File: src/rtl/src_ctrl_pkg.sv
// Shared constants and types for the Mini SRC hardwired control unit:
// opcodes, the sequencer state set and the decoded strobe bundle.
package src_ctrl_pkg;

  localparam logic [4:0] LD   = 5'b00000;
  localparam logic [4:0] LDI  = 5'b00001;
  localparam logic [4:0] ST   = 5'b00010;
  localparam logic [4:0] ADD  = 5'b00011;
  localparam logic [4:0] SUB  = 5'b00100;
  localparam logic [4:0] AND  = 5'b01001;
  localparam logic [4:0] OR   = 5'b01010;
  localparam logic [4:0] ADDI = 5'b01011;
  localparam logic [4:0] NOP  = 5'b11001;
  localparam logic [4:0] HALT = 5'b11010;

  localparam logic [4:0] OP_ADD = 5'b00011;

  typedef enum logic [3:0] {
    RESET, T0, T1, T2, T3, T4, T5, T6, T7, HALTED
  } state_t;

  // last marks the final execute state of an instruction; halt marks T3 of halt.
  typedef struct packed {
    logic pout, pen, inc_pc, mar_en, mdr_en, mdr_out, ir_en, y_en, zlo_en;
    logic zlo_out, c_out, read, write, gra, grb, grc, r_in, r_out, ba_out;
    logic [4:0] alu;
    logic illegal;
    logic last;
    logic halt;
  } ctrl_t;

endpackage

File: src/rtl/ctrl_decode.sv
// Purely combinational Moore decode: {state, opcode} to the DataPath
// strobe bundle plus instruction-boundary flags for the sequencer.
module ctrl_decode
  import src_ctrl_pkg::*;
#(
  parameter logic [4:0] EA_ALU = OP_ADD
) (
  input  state_t     state,
  input  logic [4:0] opcode,
  output ctrl_t      ctrl
);

  logic is_r, is_ld, is_st, is_ldi, is_addi, is_nop, is_halt, is_known;

  assign is_r     = (opcode == ADD) || (opcode == SUB) || (opcode == AND) || (opcode == OR);
  assign is_ld    = (opcode == LD);
  assign is_st    = (opcode == ST);
  assign is_ldi   = (opcode == LDI);
  assign is_addi  = (opcode == ADDI);
  assign is_nop   = (opcode == NOP);
  assign is_halt  = (opcode == HALT);
  assign is_known = is_r || is_ld || is_st || is_ldi || is_addi || is_nop || is_halt;

  always_comb begin
    ctrl = '0;
    case (state)
      T0: begin
        ctrl.pout   = 1'b1;
        ctrl.mar_en = 1'b1;
        ctrl.inc_pc = 1'b1;
        ctrl.zlo_en = 1'b1;
      end
      T1: begin
        ctrl.zlo_out = 1'b1;
        ctrl.pen     = 1'b1;
        ctrl.read    = 1'b1;
        ctrl.mdr_en  = 1'b1;
      end
      T2: begin
        ctrl.mdr_out = 1'b1;
        ctrl.ir_en   = 1'b1;
      end
      T3: begin
        // ld/st/ldi use base-or-zero (BAout); R-format and addi read the register
        if (is_r || is_addi) begin
          ctrl.grb   = 1'b1;
          ctrl.r_out = 1'b1;
          ctrl.y_en  = 1'b1;
        end else if (is_ldi || is_ld || is_st) begin
          ctrl.grb    = 1'b1;
          ctrl.ba_out = 1'b1;
          ctrl.y_en   = 1'b1;
        end
        ctrl.illegal = !is_known;
        ctrl.halt    = is_halt;
        ctrl.last    = is_nop || !is_known;
      end
      T4: begin
        ctrl.zlo_en = 1'b1;
        if (is_r) begin
          ctrl.grc   = 1'b1;
          ctrl.r_out = 1'b1;
          ctrl.alu   = opcode;
        end else begin
          ctrl.c_out = 1'b1;
          ctrl.alu   = EA_ALU;
        end
      end
      T5: begin
        ctrl.zlo_out = 1'b1;
        if (is_ld || is_st) begin
          ctrl.mar_en = 1'b1;
        end else begin
          ctrl.gra  = 1'b1;
          ctrl.r_in = 1'b1;
          ctrl.last = 1'b1;
        end
      end
      T6: begin
        ctrl.mdr_en = 1'b1;
        if (is_ld) begin
          ctrl.read = 1'b1;
        end else begin
          ctrl.gra   = 1'b1;
          ctrl.r_out = 1'b1;
        end
      end
      T7: begin
        ctrl.last = 1'b1;
        if (is_ld) begin
          ctrl.mdr_out = 1'b1;
          ctrl.gra     = 1'b1;
          ctrl.r_in    = 1'b1;
        end else begin
          ctrl.write = 1'b1;
        end
      end
      default: ;
    endcase
  end

endmodule

File: src/rtl/control_sequencer.sv
// Mini SRC hardwired control sequencer: state register, retired-instruction
// counter and halt handling; strobes come from ctrl_decode.
module control_sequencer #(
  parameter int         CNT_W  = 16,
  parameter logic [4:0] OP_ADD = 5'b00011
) (
  input  logic                 clk,
  input  logic                 clr,
  input  logic [31:0]          ir,
  input  logic                 stop,
  output logic                 Pout,
  output logic                 Pen,
  output logic                 IncPC,
  output logic                 MARen,
  output logic                 MDRen,
  output logic                 MDROut,
  output logic                 IRen,
  output logic                 Yen,
  output logic                 ZLOen,
  output logic                 ZLOout,
  output logic                 Cout,
  output logic                 Read,
  output logic                 Write,
  output logic                 Gra,
  output logic                 Grb,
  output logic                 Grc,
  output logic                 Rin,
  output logic                 Rout,
  output logic                 BAout,
  output logic [4:0]           alu_control,
  output logic                 run,
  output logic                 illegal_op,
  output logic [CNT_W-1:0]     instr_count,
  output src_ctrl_pkg::state_t dbg_state
);

  src_ctrl_pkg::state_t state, next;
  src_ctrl_pkg::ctrl_t  ctrl;
  logic [CNT_W-1:0]     count;
  logic                 boundary;
  logic                 unused_ir;

  assign unused_ir = ^ir[26:0];

  ctrl_decode #(.EA_ALU(OP_ADD)) u_decode (
    .state  (state),
    .opcode (ir[31:27]),
    .ctrl   (ctrl)
  );

  always_ff @(posedge clk or negedge clr) begin
    if (!clr) begin
      state <= src_ctrl_pkg::RESET;
      count <= '0;
    end else begin
      state <= next;
      if (boundary) count <= count + CNT_W'(1);
    end
  end

  always_comb begin
    next     = state;
    boundary = ctrl.last;
    case (state)
      src_ctrl_pkg::RESET:  next = src_ctrl_pkg::T0;
      src_ctrl_pkg::T0:     next = src_ctrl_pkg::T1;
      src_ctrl_pkg::T1:     next = src_ctrl_pkg::T2;
      src_ctrl_pkg::T2:     next = src_ctrl_pkg::T3;
      src_ctrl_pkg::T3:     next = ctrl.halt ? src_ctrl_pkg::HALTED : src_ctrl_pkg::T4;
      src_ctrl_pkg::T4:     next = src_ctrl_pkg::T5;
      src_ctrl_pkg::T5:     next = src_ctrl_pkg::T6;
      src_ctrl_pkg::T6:     next = src_ctrl_pkg::T7;
      src_ctrl_pkg::T7:     next = src_ctrl_pkg::T0;
      src_ctrl_pkg::HALTED: next = src_ctrl_pkg::HALTED;
      default:              next = src_ctrl_pkg::RESET;
    endcase
    // stop only takes effect at an instruction boundary
    if (ctrl.last) next = stop ? src_ctrl_pkg::HALTED : src_ctrl_pkg::T0;
  end

  assign run         = (state != src_ctrl_pkg::RESET) && (state != src_ctrl_pkg::HALTED);
  assign instr_count = count;
  assign dbg_state   = state;

  assign Pout        = ctrl.pout;
  assign Pen         = ctrl.pen;
  assign IncPC       = ctrl.inc_pc;
  assign MARen       = ctrl.mar_en;
  assign MDRen       = ctrl.mdr_en;
  assign MDROut      = ctrl.mdr_out;
  assign IRen        = ctrl.ir_en;
  assign Yen         = ctrl.y_en;
  assign ZLOen       = ctrl.zlo_en;
  assign ZLOout      = ctrl.zlo_out;
  assign Cout        = ctrl.c_out;
  assign Read        = ctrl.read;
  assign Write       = ctrl.write;
  assign Gra         = ctrl.gra;
  assign Grb         = ctrl.grb;
  assign Grc         = ctrl.grc;
  assign Rin         = ctrl.r_in;
  assign Rout        = ctrl.r_out;
  assign BAout       = ctrl.ba_out;
  assign alu_control = ctrl.alu;
  assign illegal_op  = ctrl.illegal;

endmodule

File: config.mk
export PLATFORM = sky130hd
export DESIGN_NAME = control_sequencer
export DESIGN_NICKNAME = d
export VERILOG_FILES = /design/src/rtl/src_ctrl_pkg.sv /design/src/rtl/ctrl_decode.sv /design/src/rtl/control_sequencer.sv
export SDC_FILE = /design/constraint.sdc
export NUM_CORES = 1
export LEC_CHECK = 0
export CAP_MARGIN = 40
export CORE_AREA = 2 2 62 93
export CTS_CLUSTER_DIAMETER = 60
export CTS_CLUSTER_SIZE = 14
export DETAILED_ROUTE_END_ITERATION = 7
export DIE_AREA = 0 0 64 95
export PLACE_DENSITY = 0.66
export SYNTH_ARGS = -nofsm -noshare
export SYNTH_HDL_FRONTEND = slang
export SYNTH_SLANG_ARGS = --single-unit
File: constraint.sdc
create_clock -name clk -period 4.7 [get_ports clk]
set_clock_uncertainty 0.15 [all_clocks]
set_input_delay 0.47 -clock clk [delete_from_list [all_inputs] [get_ports clk]]
set_output_delay 0.47 -clock clk [all_outputs]
set_load 0.01 [all_outputs]
==> flow_metrics.tcl <==
set metrics [dict create \
    reg2reg_to "instr_count[11]" \
    core_area_sq_mm 0.00533 \
    clkPwrFrac_pct 18.7 \
    num_vias 1394 \
    routedWlPerCell_microns 13.8 \
    r2r_setup_slack_ps 2090 \
    final_net_count 246 \
    n_antenna_cell 0 \
    final_area_sq_mm 0.00211 \
    drtIter0Drc 72 \
    synth_edf_count 0 \
    holdPathEnd "instr_count[15]" \
    worstPathRequired_ps 4080 \
    maxCapViolations 0 \
    yosysWarnings 0 \
    cts_made_buffers 3 \
    status "finished clean" \
    antenna_found_initial 0 \
    fin_crit_ps 3630 \
    async_flop_share_pct 100 \
    postCtsHoldBufs 0 \
    htreeDepth 1 \
    hold-path-cell-count 1 \
    hold_path.startpoint "instr_count[15]" \
    path_cells "clkdlybuf4s50_1 > or3_1 > nor3_1 > a32oi_1 > nor2_1 > clkdlybuf4s50_1" \
    layout.area.seq_sq_um 500 \
    die_w_microns 64 \
    total_power_w 0.000928 \
    dp_hpwl_microns 2950 \
    synth_seq_cells 20 \
    ys_seq_area_share_pct 32.8 \
    r2r_start "dbg_state[3]" \
    relSlewSlack_pct 49.8 \
    drt-vias-per-instance 5.00 \
    drive_above_1_share_pct 6.22 \
    postSynthAreaPerCell_sq_um 8.98 \
    grt_util_all_layers_pct 12.8 \
    path_max_fanout 12 \
    placed_cell_area_sq_mm 0.00204 \
    hold_slack_ps 325 \
    period_share_pct 77.2 \
    root_buffer "clkbuf_8" \
    hold_violations 0 \
    peakVddDrop_v 0.000252 \
    crit_arrival_ps 3010 \
    die-area_sq_mm 0.00608 \
    pre_cts_ws_ps 1090 \
    synth_nets 206 \
    insertion_delay_ps 260 \
    cp-start-kind "primary input" \
    finalWeightedCongestion 0.791 \
    final_cell_mix "52 x clkdlybuf4s50_1, 20 x dfrtp_1, 15 x nor2_1, 15 x xor2_1, 12 x nand2_1" \
    ctsLongestPathBuffers 2 \
    worstMarginPinSlew_ps 747 \
    clkSinkCount 20 \
    rows 33 \
    cp-end-kind "output pin" \
    grt_overflow 0 \
    p_seq_share_pct 31.3 \
    crit_top_cell "clkdlybuf4s50_1" \
    ctsResizeCount 0 \
    synth_flop_cell "dfrtp_1" \
    tritoncts "yes" \
    chipHeight_microns 95 \
    io_buffers 52 \
    hold_class "reg -> reg" \
    synth_area_leaders "dfrtp_1 33%, xor2_1 8.6%, buf_4 3.9%" \
    setup_ws_ps 1070 \
    r2r_cells 4 \
    area_growth_pct 38.4 \
    clk_pin_slew_worst_paths_ps 70 \
    p_switching_w 0.000357 \
    post_synth_instance_area_sq_mm 0.00153 \
    p_leak_nw 0.789 \
    ios 81 \
    swShare_pct 38.5 \
    internal_power_w 0.000571 \
    final_max_slew_viol_count 0 \
    grt_pass1_vias 1282 \
    critPathMaxStageDelay_ps 610 \
    multi_input_area_sq_um 902 \
    postRouteAntennaNets 0 \
    synth_cells 170 \
    cts_setup_buffers 0 \
    powerDensity_mw_per_mm2 439 \
    fillers 528 \
    synth_cell_types 48 \
    slowest_stage "clkdlybuf4s50_1" \
    synth_top_area_share_pct 32.8 \
    firstDrtPassIters 4 \
    crit_type "in -> out" \
    wirelength_microns 3850 \
    combinationalPowerShare_pct 50.0 \
    clock.fmax_ghz 0.275 \
    grt_pass1_wl_microns 6200 \
    rsz0062_at_grt "no" \
    setup_viol 0 \
    synth_top_cell_by_area "dfrtp_1" \
    grt_max_degree 22 \
    start_util_pct 28.7 \
    drc_errors 0 \
    finalSetupTns_ps 0 \
    final_common_cell "clkdlybuf4s50_1" \
]
==> worst max-delay path by stage <==
| stage | cells past startpoint | slack, ps | to | from |
|---|---|---|---|---|
| after floorplan | 6 | 2340 | instr_count[1] | ir[27] |
| after detailed placement | 6 | 1090 | Rin | ir[30] |
| final | 6 | 1070 | Rin | ir[30] |
| after global routing | 6 | 870 | Rin | ir[30] |
| after global placement | 6 | 1110 | Rin | ir[30] |
| after CTS | 6 | 1080 | Rin | ir[30] |
==> worst max-delay path: cells and delay by family <==
kind                   cells  cell delay, ps
AO/OA/AOI/OAI              1             220
AND/OR/NAND/NOR            3            1170
buffers and inverters      2            1150
==> cell type report <==
class	instances	share of cell area [%]
multi-input combinational	128	42.7
timing repair buffer	53	25.4
sequential	20	23.7
tap	70	4.15
clock buffer	3	1.95
clock inverter	1	1.42
inverter	4	0.711
==> metrics by stage <==
stage,cells,util (%)
after global routing,279,39.7
after CTS,279,39.7
after global placement,274,38.0
after floorplan,170,-
final,279,39.7
after detailed placement,275,38.3
==> power by group through the flow <==
stage	clock, W	sequential (W)	combinational [W]
2_1_floorplan	0	0.000262	0.000279
3_3_place_gp	0	0.000292	0.000466
3_5_place_dp	0	0.000293	0.000471
4_1_cts	0.000179	0.000290	0.000473
5_1_grt	0.000187	0.000300	0.000508
6_report	0.000173	0.000291	0.000464
==> Yosys cell counts (2+ instances only) <==
master	n
a21oi_1	10
and3_1	5
nor2b_1	4
nor2_1	15
nor3_1	6
clkbuf_1	5
a31oi_1	2
buf_2	3
a2111oi_4	2
xnor2_1	3
nand3_1	6
a2111oi_2	3
nand2_1	12
dfrtp_1	20
o21ai_0	3
a21boi_0	3
nand4_1	2
inv_1	4
xor2_1	15
nor4_1	2
a32oi_1	2
nand2b_1	6
a211oi_1	4
buf_4	8
a2111oi_1	2
==> state kept, by name (all words and copies together) (netlist names) <==
register and cells:
dbg_state 4, instr_count 16
==> per-layer routing <==
layer	routed length [microns]	track usage, %	vias up
met1	1570	15.2	663
met5	0	0	-
li1	-	-	685
met3	197	1.67	6
met2	2020	22.9	40
met4	67	5.07	0
==> cells by family (layout without fill, tap and decap cells) <==
| family | count (synthesis) | after routing | share of synthesized area [%] |
|---|---|---|---|
| AOI/OAI and AO/OA | 40 | 40 | 23.4 |
| adders and majority gates | 1 | 1 | 0.820 |
| other | 1 | 1 | 0.246 |
| buffers and inverters | 22 | 61 | 8.11 |
| and+or+nand+nor | 67 | 67 | 23.5 |
| xor gates and xnor gates | 18 | 18 | 10.3 |
| muxes | 1 | 1 | 0.738 |
| DFF | 20 | 20 | 32.8 |
Power figures use the tool's default switching activity.
==> variant, RTL diff (same flow settings) <==
Set the parameter `CNT_W` to 32 (it was 16).
--- a/src/rtl/control_sequencer.sv
+++ b/src/rtl/control_sequencer.sv
@@ -2,5 +2,5 @@
 // counter and halt handling; strobes come from ctrl_decode.
 module control_sequencer #(
-  parameter int         CNT_W  = 16,
+  parameter int         CNT_W  = 32,
   parameter logic [4:0] OP_ADD = 5'b00011
 ) (
Ports: changed (resized instr_count); port bits go from 81 to 97. No check against the original RTL was run, so the function may have changed too.
==> variant against the unedited design <==
Final area increased by 41%; first-iteration DRC count increased by 21%; global-route usage increased by 5.2 points; routed wire length increased by 38%; sequential share of layout area increased by 6.6 points; total power increased by 35%; die area unchanged; synthesized area increased by 47%; setup slack got worse by 0.17 ns; sequential cell count increased by 16; critical path type unchanged; critical endpoint is now alu_control[2].
==> variant: results (changes against the unedited design) <==
outcome=complete, no violations; crit path DAT=3.18 ns (+0.17 ns); total track usage=0.180 (+0.0523); Commonest cells post-synth=dfrtp_1, nand2_1, nor2_1; met1 WL=2240 um (+43%); RePlAce Congestion=0.884 (+12%); Pleak=1.11 nW (+41%); Hold Slack=0.320 ns (-0.00524 ns); worst r2r dst=instr_count[12]; drt total wl=5330 um (+38%); met1 Use GR=0.217 (+0.0650); f_max=0.263 GHz (-4.4%); Worst-Skew Late Latency=0.28 ns (+0.02 ns); Slew Limit Headroom=0.527 (+0.0286); first-pass GRT wire length=8650 um (+39%); Hold Path Origin=instr_count[31]; Post-DP HPWL=3780 um (+28%); final instance area=2980 um^2 (+41%); Syn Inst Count=243 (+43%); DRT iter0 DRCs=87 (+21%); nets=335 (+36%); wire per inst=14.4 um (+4.7%); vias in the first global route=1,820 (+42%); Vias=2,004 (+44%); met3 global-route usage=0.0274 (+0.0107); max FFs per register=32 (+16); Reg2Reg Setup Slack=2.00 ns (-0.09 ns)
## variant: final cells by class
cell class	count	area share
multi-input combinational	180	0.400
timing repair buffer	71	0.236
tap	70	0.0294
clock inverter	1	0.00168
sequential	36	0.303
inverter	5	0.00630
clock buffer	6	0.0244
## variant: worst max-delay path, stage by stage
cell             delay, ns
clkdlybuf4s50_1       0.70
or4bb_1               0.61
a31o_2                0.31
nor4_1                0.35
and2_1                0.20
clkdlybuf4s50_1       0.53
## variant: cells by family after synthesis
family	synth area share
xor+xnor	0.129
other cells	0.00167
mux	0.00502
fa+ha+maj	0.00558
compound gates	0.103
flops	0.402
buf+inv	0.0675
simple gates	0.286
## variant: report_power, final
| part | total (mW) | switching (mW) | leakage [nW] | internal, mW |
|---|---|---|---|---|
| logic | 0.569 | 0.272 | 0.623 | 0.297 |
| registers | 0.479 | 0.122 | 0.448 | 0.357 |
| clock network | 0.202 | 0.102 | 0.0410 | 0.101 |
